===== src/rtl/rx_hsk_fifo_if.sv =====
// ============================================================================
// Module      : rx_hsk_fifo_if
// Description : Bundle of the upstream 4-phase handshake, FT245 read-permission
//               and downstream pop/data signals of rx_hsk_fifo.
// Revision    : 1.0 - initial release
// ============================================================================
`default_nettype none

interface rx_hsk_fifo_if #(
    parameter int RXF_DEPTH_LOG2 = 4,
    parameter int RXF_DATA_BITS  = 8
);
    logic                       in_hsk_req;
    logic [RXF_DATA_BITS-1:0]   in_hsk_data;
    logic                       out_hsk_ack;
    logic                       out_rx_enable;
    logic [RXF_DATA_BITS-1:0]   out_data;
    logic                       out_valid;
    logic                       in_pop;
    logic [RXF_DEPTH_LOG2:0]    out_level;

    // FIFO side: receives requests and pops, drives ack, data and status.
    modport slave (
        input  in_hsk_req,
        input  in_hsk_data,
        input  in_pop,
        output out_hsk_ack,
        output out_rx_enable,
        output out_data,
        output out_valid,
        output out_level
    );

    // Environment side: upstream controller plus downstream consumer.
    modport master (
        output in_hsk_req,
        output in_hsk_data,
        output in_pop,
        input  out_hsk_ack,
        input  out_rx_enable,
        input  out_data,
        input  out_valid,
        input  out_level
    );
endinterface

`default_nettype wire


===== src/rtl/rx_hsk_fifo.sv =====
// ============================================================================
// Module      : rx_hsk_fifo
// Description : Receive FIFO fed by a 4-phase req/ack handshake from the FT245
//               controller RX side. One byte is written per handshake cycle;
//               a full FIFO back-pressures by withholding ack. The head byte,
//               valid flag, level and FT245 read permission are registered.
//               Optional macro RX_HSK_FIFO_REQ_SYNC_EN inserts a 2-flop
//               synchronizer on the request before the handshake FSM.
// Revision    : 1.0 - initial release
// ============================================================================
`default_nettype none

module rx_hsk_fifo #(
    parameter int RXF_DEPTH_LOG2 = 4,
    parameter int RXF_DATA_BITS  = 8,
    parameter int RXF_AF_MARGIN  = 2
) (
    input  wire logic       in_clk,
    input  wire logic       in_rst,
    rx_hsk_fifo_if.slave    bus
);

    localparam int                      DEPTH      = 1 << RXF_DEPTH_LOG2;
    localparam int                      AF_LIMIT   = DEPTH - RXF_AF_MARGIN;
    localparam logic [RXF_DEPTH_LOG2:0] c_DEPTH    = DEPTH[RXF_DEPTH_LOG2:0];
    localparam logic [RXF_DEPTH_LOG2:0] c_AF_LIMIT = AF_LIMIT[RXF_DEPTH_LOG2:0];

    localparam logic [0:0] c_ST_IDLE = 1'b0;
    localparam logic [0:0] c_ST_ACK  = 1'b1;

    logic [RXF_DATA_BITS-1:0]   r_mem [DEPTH];
    logic [0:0]                 r_state;
    logic                       r_ack;
    logic [RXF_DEPTH_LOG2-1:0]  r_wr_ptr;
    logic [RXF_DEPTH_LOG2-1:0]  r_rd_ptr;
    logic [RXF_DEPTH_LOG2:0]    r_level;
    logic                       r_valid;
    logic [RXF_DATA_BITS-1:0]   r_data;
    logic                       r_rx_enable;

    logic                       w_req;
    logic                       w_full;
    logic                       w_wr;
    logic                       w_rd;
    logic [RXF_DEPTH_LOG2-1:0]  w_wr_ptr_nxt;
    logic [RXF_DEPTH_LOG2-1:0]  w_rd_ptr_nxt;
    logic [RXF_DEPTH_LOG2:0]    w_level_nxt;
    logic [RXF_DATA_BITS-1:0]   w_head_nxt;

`ifdef RX_HSK_FIFO_REQ_SYNC_EN
    logic r_req_s1;
    logic r_req_s2;

    // Two-flop synchronizer for the asynchronous upstream request.
    always_ff @(posedge in_clk or posedge in_rst) begin
        if (in_rst) begin
            r_req_s1 <= 1'b0;
            r_req_s2 <= 1'b0;
        end else begin
            r_req_s1 <= bus.in_hsk_req;
            r_req_s2 <= r_req_s1;
        end
    end

    assign w_req = r_req_s2;
`else
    assign w_req = bus.in_hsk_req;
`endif

    // Full is judged on the pre-edge level, so a write blocked while a pop
    // happens is simply retried on the following edge (req is still high).
    assign w_full = (r_level == c_DEPTH);
    assign w_wr   = (r_state == c_ST_IDLE) && w_req && !w_full;
    assign w_rd   = bus.in_pop && r_valid;

    assign w_wr_ptr_nxt = w_wr ? r_wr_ptr + 1'b1 : r_wr_ptr;
    assign w_rd_ptr_nxt = w_rd ? r_rd_ptr + 1'b1 : r_rd_ptr;

    // Next level and next head byte; a write landing on the next read slot
    // only happens when the FIFO would otherwise be empty, so the incoming
    // byte becomes the registered head directly.
    always_comb begin
        w_level_nxt = r_level;
        if (w_wr && !w_rd) begin
            w_level_nxt = r_level + 1'b1;
        end else if (!w_wr && w_rd) begin
            w_level_nxt = r_level - 1'b1;
        end
        w_head_nxt = r_mem[w_rd_ptr_nxt];
        if (w_wr && (r_wr_ptr == w_rd_ptr_nxt)) begin
            w_head_nxt = bus.in_hsk_data;
        end
    end

    // Handshake FSM: one write on entry to ACK, return to IDLE once req drops.
    always_ff @(posedge in_clk or posedge in_rst) begin
        if (in_rst) begin
            r_state <= c_ST_IDLE;
            r_ack   <= 1'b0;
        end else begin
            case (r_state)
                c_ST_IDLE: begin
                    if (w_wr) begin
                        r_state <= c_ST_ACK;
                        r_ack   <= 1'b1;
                    end
                end
                default: begin
                    if (!w_req) begin
                        r_state <= c_ST_IDLE;
                        r_ack   <= 1'b0;
                    end
                end
            endcase
        end
    end

    // Storage array; contents are intentionally left unreset.
    always_ff @(posedge in_clk) begin
        if (w_wr) begin
            r_mem[r_wr_ptr] <= bus.in_hsk_data;
        end
    end

    // Pointers, level and registered head/status outputs.
    always_ff @(posedge in_clk or posedge in_rst) begin
        if (in_rst) begin
            r_wr_ptr    <= '0;
            r_rd_ptr    <= '0;
            r_level     <= '0;
            r_valid     <= 1'b0;
            r_data      <= '0;
            r_rx_enable <= 1'b1;
        end else begin
            r_wr_ptr    <= w_wr_ptr_nxt;
            r_rd_ptr    <= w_rd_ptr_nxt;
            r_level     <= w_level_nxt;
            r_valid     <= (w_level_nxt != '0);
            r_data      <= w_head_nxt;
            r_rx_enable <= (w_level_nxt <= c_AF_LIMIT);
        end
    end

    assign bus.out_hsk_ack   = r_ack;
    assign bus.out_rx_enable = r_rx_enable;
    assign bus.out_data      = r_data;
    assign bus.out_valid     = r_valid;
    assign bus.out_level     = r_level;

endmodule

`default_nettype wire

===== src/flat_wrapper.sv =====
// flat-port wrapper written by rule: the top's interface ports become plain ports
module rx_hsk_fifo_flat 
#(
    parameter int RXF_DEPTH_LOG2 = 4,
    parameter int RXF_DATA_BITS  = 8,
    parameter int RXF_AF_MARGIN  = 2
)
  (in_clk, in_rst, bus_in_hsk_req, bus_in_hsk_data, bus_in_pop, bus_out_hsk_ack, bus_out_rx_enable, bus_out_data, bus_out_valid, bus_out_level);
  rx_hsk_fifo_if #(.RXF_DEPTH_LOG2(RXF_DEPTH_LOG2), .RXF_DATA_BITS(RXF_DATA_BITS)) bus_i ();
  input  wire logic in_clk;
  input  wire logic in_rst;
  input wire logic [$bits(bus_i.in_hsk_req)-1:0] bus_in_hsk_req;
  input wire logic [$bits(bus_i.in_hsk_data)-1:0] bus_in_hsk_data;
  input wire logic [$bits(bus_i.in_pop)-1:0] bus_in_pop;
  output wire logic [$bits(bus_i.out_hsk_ack)-1:0] bus_out_hsk_ack;
  output wire logic [$bits(bus_i.out_rx_enable)-1:0] bus_out_rx_enable;
  output wire logic [$bits(bus_i.out_data)-1:0] bus_out_data;
  output wire logic [$bits(bus_i.out_valid)-1:0] bus_out_valid;
  output wire logic [$bits(bus_i.out_level)-1:0] bus_out_level;
  assign bus_i.in_hsk_req = bus_in_hsk_req;
  assign bus_i.in_hsk_data = bus_in_hsk_data;
  assign bus_i.in_pop = bus_in_pop;
  assign bus_out_hsk_ack = bus_i.out_hsk_ack;
  assign bus_out_rx_enable = bus_i.out_rx_enable;
  assign bus_out_data = bus_i.out_data;
  assign bus_out_valid = bus_i.out_valid;
  assign bus_out_level = bus_i.out_level;
  rx_hsk_fifo #(.RXF_DEPTH_LOG2(RXF_DEPTH_LOG2), .RXF_DATA_BITS(RXF_DATA_BITS), .RXF_AF_MARGIN(RXF_AF_MARGIN)) u_core (.in_clk(in_clk), .in_rst(in_rst), .bus(bus_i));
endmodule

===== config.mk =====
export PLATFORM = sky130hd
export DESIGN_NAME = rx_hsk_fifo_flat
export DESIGN_NICKNAME = d
export VERILOG_FILES = /design/src/rtl/rx_hsk_fifo_if.sv /design/src/rtl/rx_hsk_fifo.sv /design/src/flat_wrapper.sv
export SDC_FILE = /design/constraint.sdc
export NUM_CORES = 1
export LEC_CHECK = 0
export ABC_CLOCK_PERIOD_IN_PS = 3200
export CAP_MARGIN = 20
export CORE_ASPECT_RATIO = 0.5
export CORE_MARGIN = 2
export CORE_UTILIZATION = 51
export DETAILED_ROUTE_END_ITERATION = 16
export HOLD_SLACK_MARGIN = 0.06
export PLACE_DENSITY = 0.69
export SETUP_SLACK_MARGIN = 0.15
export SYNTH_ARGS = -nofsm -noshare
export SYNTH_HDL_FRONTEND = slang
export SYNTH_SLANG_ARGS = --single-unit

===== constraint.sdc =====
create_clock -name in_clk -period 3.2 [get_ports in_clk]
set_input_delay 0.64 -clock in_clk [delete_from_list [all_inputs] [get_ports in_clk]]
set_output_delay 0.64 -clock in_clk [all_outputs]
set_load 0.02 [all_outputs]

==> summary.md <==
The run finished with clean final reports. The first detailed-routing pass took 5 iterations. The max-slew violation total from the final report is 0, and the post-layout utilization of the core is 60.34%. Global routing used 23.12% of the available tracks. Setup repair after global routing left no endpoint under its margin.

The number of hold buffers added after CTS was 0. The worst hold path belongs to the class flop to flop. At the worst endpoint, the required time is 3.50 ns. The placed wire-length estimate after detailed placement came out at 10,020 um. For the worst flop-to-flop path, the logic depth is 7.

Setup violations remaining at the end of the flow were counted as 0. The tools report the count of standard-cell rows as 29. Across the routed clock network, the largest skew measured is 0.008801 ns. Entering global routing, the biggest net connects 20 pins. The tools report the total negative slack as 0 ns.

The total count of hold-check failures in the final report is 0, and the number of enable-type register cells in the synthesized netlist is 128. In this run the worst path has a maximum fanout of 8. The Yosys step of the flow raised 0 warnings. The tools report the number of sinks on the clock net as 153.

The floorplan step set the die width to 164.9 um. At the worst endpoint, the arrival time is 3.01 ns. For the remaining antenna violation count, the log shows 0.

The first global-routing pass estimated 23,020 um of wire. Counting distinct cell types in the post-synthesis netlist gives 57. The signal on the critical path passes through ha_1 -> nand4b_1 -> a21boi_0 -> nor2_1 -> o2111ai_1 -> o22ai_1 -> mux2_2. Counting the fill cells in the layout gives 931.

The detailed-route wire length is 15,130 um. Dividing the final minimum period by the clock period gives 84.75%. The run gives 0.001932 sq mm as the area of combinational cells with multiple inputs. After detailed routing, the number of vias per cell comes to 6.069.

The logs give 0 for the number of design rule violations left after detail routing and 2 for the number of buffers on the longest clock path. The H-tree level count is 4, and the sequential area share after synthesis is 67.75%. The tool flagged a number of max-cap violations equal to 0. The number of nets in the synthesized netlist is 468. Clock latency on the worst-skew pair, taken at its later pin, is 0.42 ns. Synthesis inferred 153 register bits.

The placeable core region came out at 0.01266 sq mm. Once the floorplan was initialized, standard cells occupied 52.11% of the core. Final hold analysis gives a worst-case slack of 0.5048 ns. The tools report the capture instance of the worst register-to-register path as u_core.bus.out_data[2]. For this design the static power due to leakage is 2.761 nW. The max-slew headroom at the worst pin was 43.86%.

Timing would allow up to 0.3687 GHz. The tools report the routability congestion estimate from global placement as 0.8056. Following the worst setup path forward leads to its endpoint at u_core.bus.out_data[2].

The number of gates given a new drive strength after cts was 0. Counting flops with an async set or reset pin after synthesis yields a share of 16.34%. For this run, the leading register cell type out of synthesis is sky130_fd_sc_hd__edfxtp_1. TritonCTS built the clock tree.

The setup check on the worst reg-to-reg path leaves a slack of 0.49 ns. The worst hold path begins at u_core.r_state. The run gives 638 as the cell total after placement.

The floorplan step set the die height to 84.44 um. Buffers inserted during clock tree synthesis total 17. Transition time at the pin with the least slew margin: 0.8395 ns. After technology mapping, the gate count stands at 449. For the number of global-route vias before repair, the log shows 3,797.

The layout net count came out at 506. The sequential cells in the finished layout cover a total of 0.004471 sq mm. The startpoint type of the worst setup path was a flop. In the final layout, the share of cells above drive strength 1 is 13.80%. The run gives 0.01392 sq mm as the full die area. The count of buffers added on input and output ports is 27. Category of the critical setup timing path: flop to flop. The logs give 0.0005559 V for the largest voltage drop on the vdd net and 0 for the overflow left after global routing. The average instance in the mapped netlist occupies 14.70 sq um.

The total power divided by cell area is 961.5 mW/mm^2, and the number of antenna violations at the first check in global routing is 0. The clock tree root buffer cell was sky130_fd_sc_hd__clkbuf_16. The minimum clock period after layout is 2.712 ns. The count of inserted antenna diode cells is 0.

Tracing the worst setup path back leads to its startpoint at u_core.r_rd_ptr[0]. The worst setup path is captured at a flop. Post-CTS setup buffer count: 0. The count of non-filler cells in the finished layout is 670, and the signed area change from the synthesized netlist to the final layout is 15.79%. The source of the worst register-to-register timing path is u_core.r_rd_ptr[0]. The tools report the post-route total power as 0.007347 W. In this design, the stage delay of the slowest critical-path cell is 0.51 ns. The clock slew seen by the registers of the worst setup and hold paths was 0.06 ns; the netlist area before placement was 0.006599 sq mm.

Dividing the detail-routed wire length by the instance count gives 22.59 um. The slowest stage cell on the critical path is sky130_fd_sc_hd__dfrtp_1. The number of vias in the routed layout is 4,066.

The logs give 28 for the boundary pin count and 467 for the DRC violation total after the first TritonRoute iteration.
-- flip-flops by register name, indices dropped and copies added, names as in the netlist --
register                  flops
u_core.bus.out_rx_enable      1
u_core.r_mem                128
u_core.bus.out_hsk_ack        1
u_core.r_state                1
u_core.bus.out_level          5
u_core.r_wr_ptr               4
u_core.bus.out_data           8
u_core.bus.out_valid          1
u_core.r_rd_ptr               4
-- layout make-up --
class                      instances  share of cell area, %
timing repair buffer              45                  5.731
sequential                       153                  58.51
clock inverter                     8                  1.261
inverter                           8                 0.3930
multi-input combinational        262                  25.28
clock buffer                      24                  6.042
tap                              170                  2.784
-- cells in the final DEF, fill, tap and decap left out, types with 5 or more instances in the layout --
| cell | instances |
|---|---|
| sky130_fd_sc_hd__a221o_1 | 8 |
| sky130_fd_sc_hd__nand3_1 | 5 |
| sky130_fd_sc_hd__a32o_1 | 8 |
| sky130_fd_sc_hd__xor2_1 | 5 |
| sky130_fd_sc_hd__and3_1 | 13 |
| sky130_fd_sc_hd__mux2i_1 | 26 |
| sky130_fd_sc_hd__mux2_2 | 10 |
| sky130_fd_sc_hd__clkbuf_16 | 17 |
| sky130_fd_sc_hd__clkbuf_1 | 6 |
| sky130_fd_sc_hd__clkdlybuf4s50_1 | 27 |
| sky130_fd_sc_hd__o2111ai_1 | 8 |
| sky130_fd_sc_hd__xnor2_1 | 8 |
| sky130_fd_sc_hd__and2_1 | 12 |
| sky130_fd_sc_hd__buf_4 | 16 |
| sky130_fd_sc_hd__nor2_1 | 9 |
| sky130_fd_sc_hd__dfrtp_1 | 24 |
| sky130_fd_sc_hd__inv_1 | 7 |
| sky130_fd_sc_hd__mux2_1 | 6 |
| sky130_fd_sc_hd__ha_1 | 7 |
| sky130_fd_sc_hd__nand2_1 | 43 |
| sky130_fd_sc_hd__a21oi_1 | 17 |
| sky130_fd_sc_hd__o22ai_1 | 26 |
| sky130_fd_sc_hd__nor3_1 | 17 |
| sky130_fd_sc_hd__edfxtp_1 | 128 |
-- critical path, delay by kind of cell (launching register included) --
kind | cells | cell delay (ns)
compound gates | 3 | 0.88
fa+ha+maj | 1 | 0.51
flops | 1 | 0.51
mux | 1 | 0.27
simple gates | 2 | 0.42
-- Yosys cell counts (all sizes together) (9+ instances only) --
library cell	number	share of area, %
a21oi	18	1.4
and2	13	1.3
and3	13	1.2
buf	17	2.0
clkbuf	9	0.53
dfrtp	24	9.1
edfxtp	128	58
mux2	16	2.7
mux2i	26	3.9
nand2	43	2.4
nor2	10	0.82
nor3	17	1.3
o22ai	26	2.5
-- cell families after synthesis --
group | share of synthesized area, %
XOR/XNOR | 2.389
adder cells (fa/ha/maj) | 1.327
buffers and inverters | 2.977
AO/OA/AOI/OAI | 8.893
flip-flops | 67.75
AND/OR/NAND/NOR | 9.992
multiplexers | 6.674
-- per-layer routing --
metal	global-route usage, %	part of all wire (%)	routed length (um)	vias to the layer above
li1	-	-	-	1806
met1	35.38	46	6968	2016
met2	30.51	41	6223	226
met3	9.239	12	1757	18
met4	6.008	1.2	183	0
met5	0	0	0	-
-- metrics by stage --
step,setup slack (ns),instance area (sq um)
floorplan,0.9340,6599
detailed placement,0.2058,7083
CTS,0.5255,7641
finish,0.4879,7641
global placement,0.2134,7056
global route,0.2688,7641
-- worst min-delay path by stage --
stage                                         to  slack, ns  cells after the start
after floorplan           u_core.bus.out_hsk_ack       0.48                      1
after CTS                 u_core.bus.out_hsk_ack       0.52                      1
after detailed placement  u_core.bus.out_hsk_ack       0.51                      1
after global routing      u_core.bus.out_hsk_ack       0.53                      1
final                     u_core.bus.out_hsk_ack       0.50                      1
after global placement    u_core.bus.out_hsk_ack       0.50                      1
-- where the power goes --
group,total [W],internal (W),switching [W]
Clock,0.00189,0.00116,0.000730
Combinational,0.00280,0.00120,0.00160
Sequential,0.00265,0.00242,0.000230
Total,0.00735,0.00479,0.00256
No activity file was read; power rests on OpenSTA's default activity.
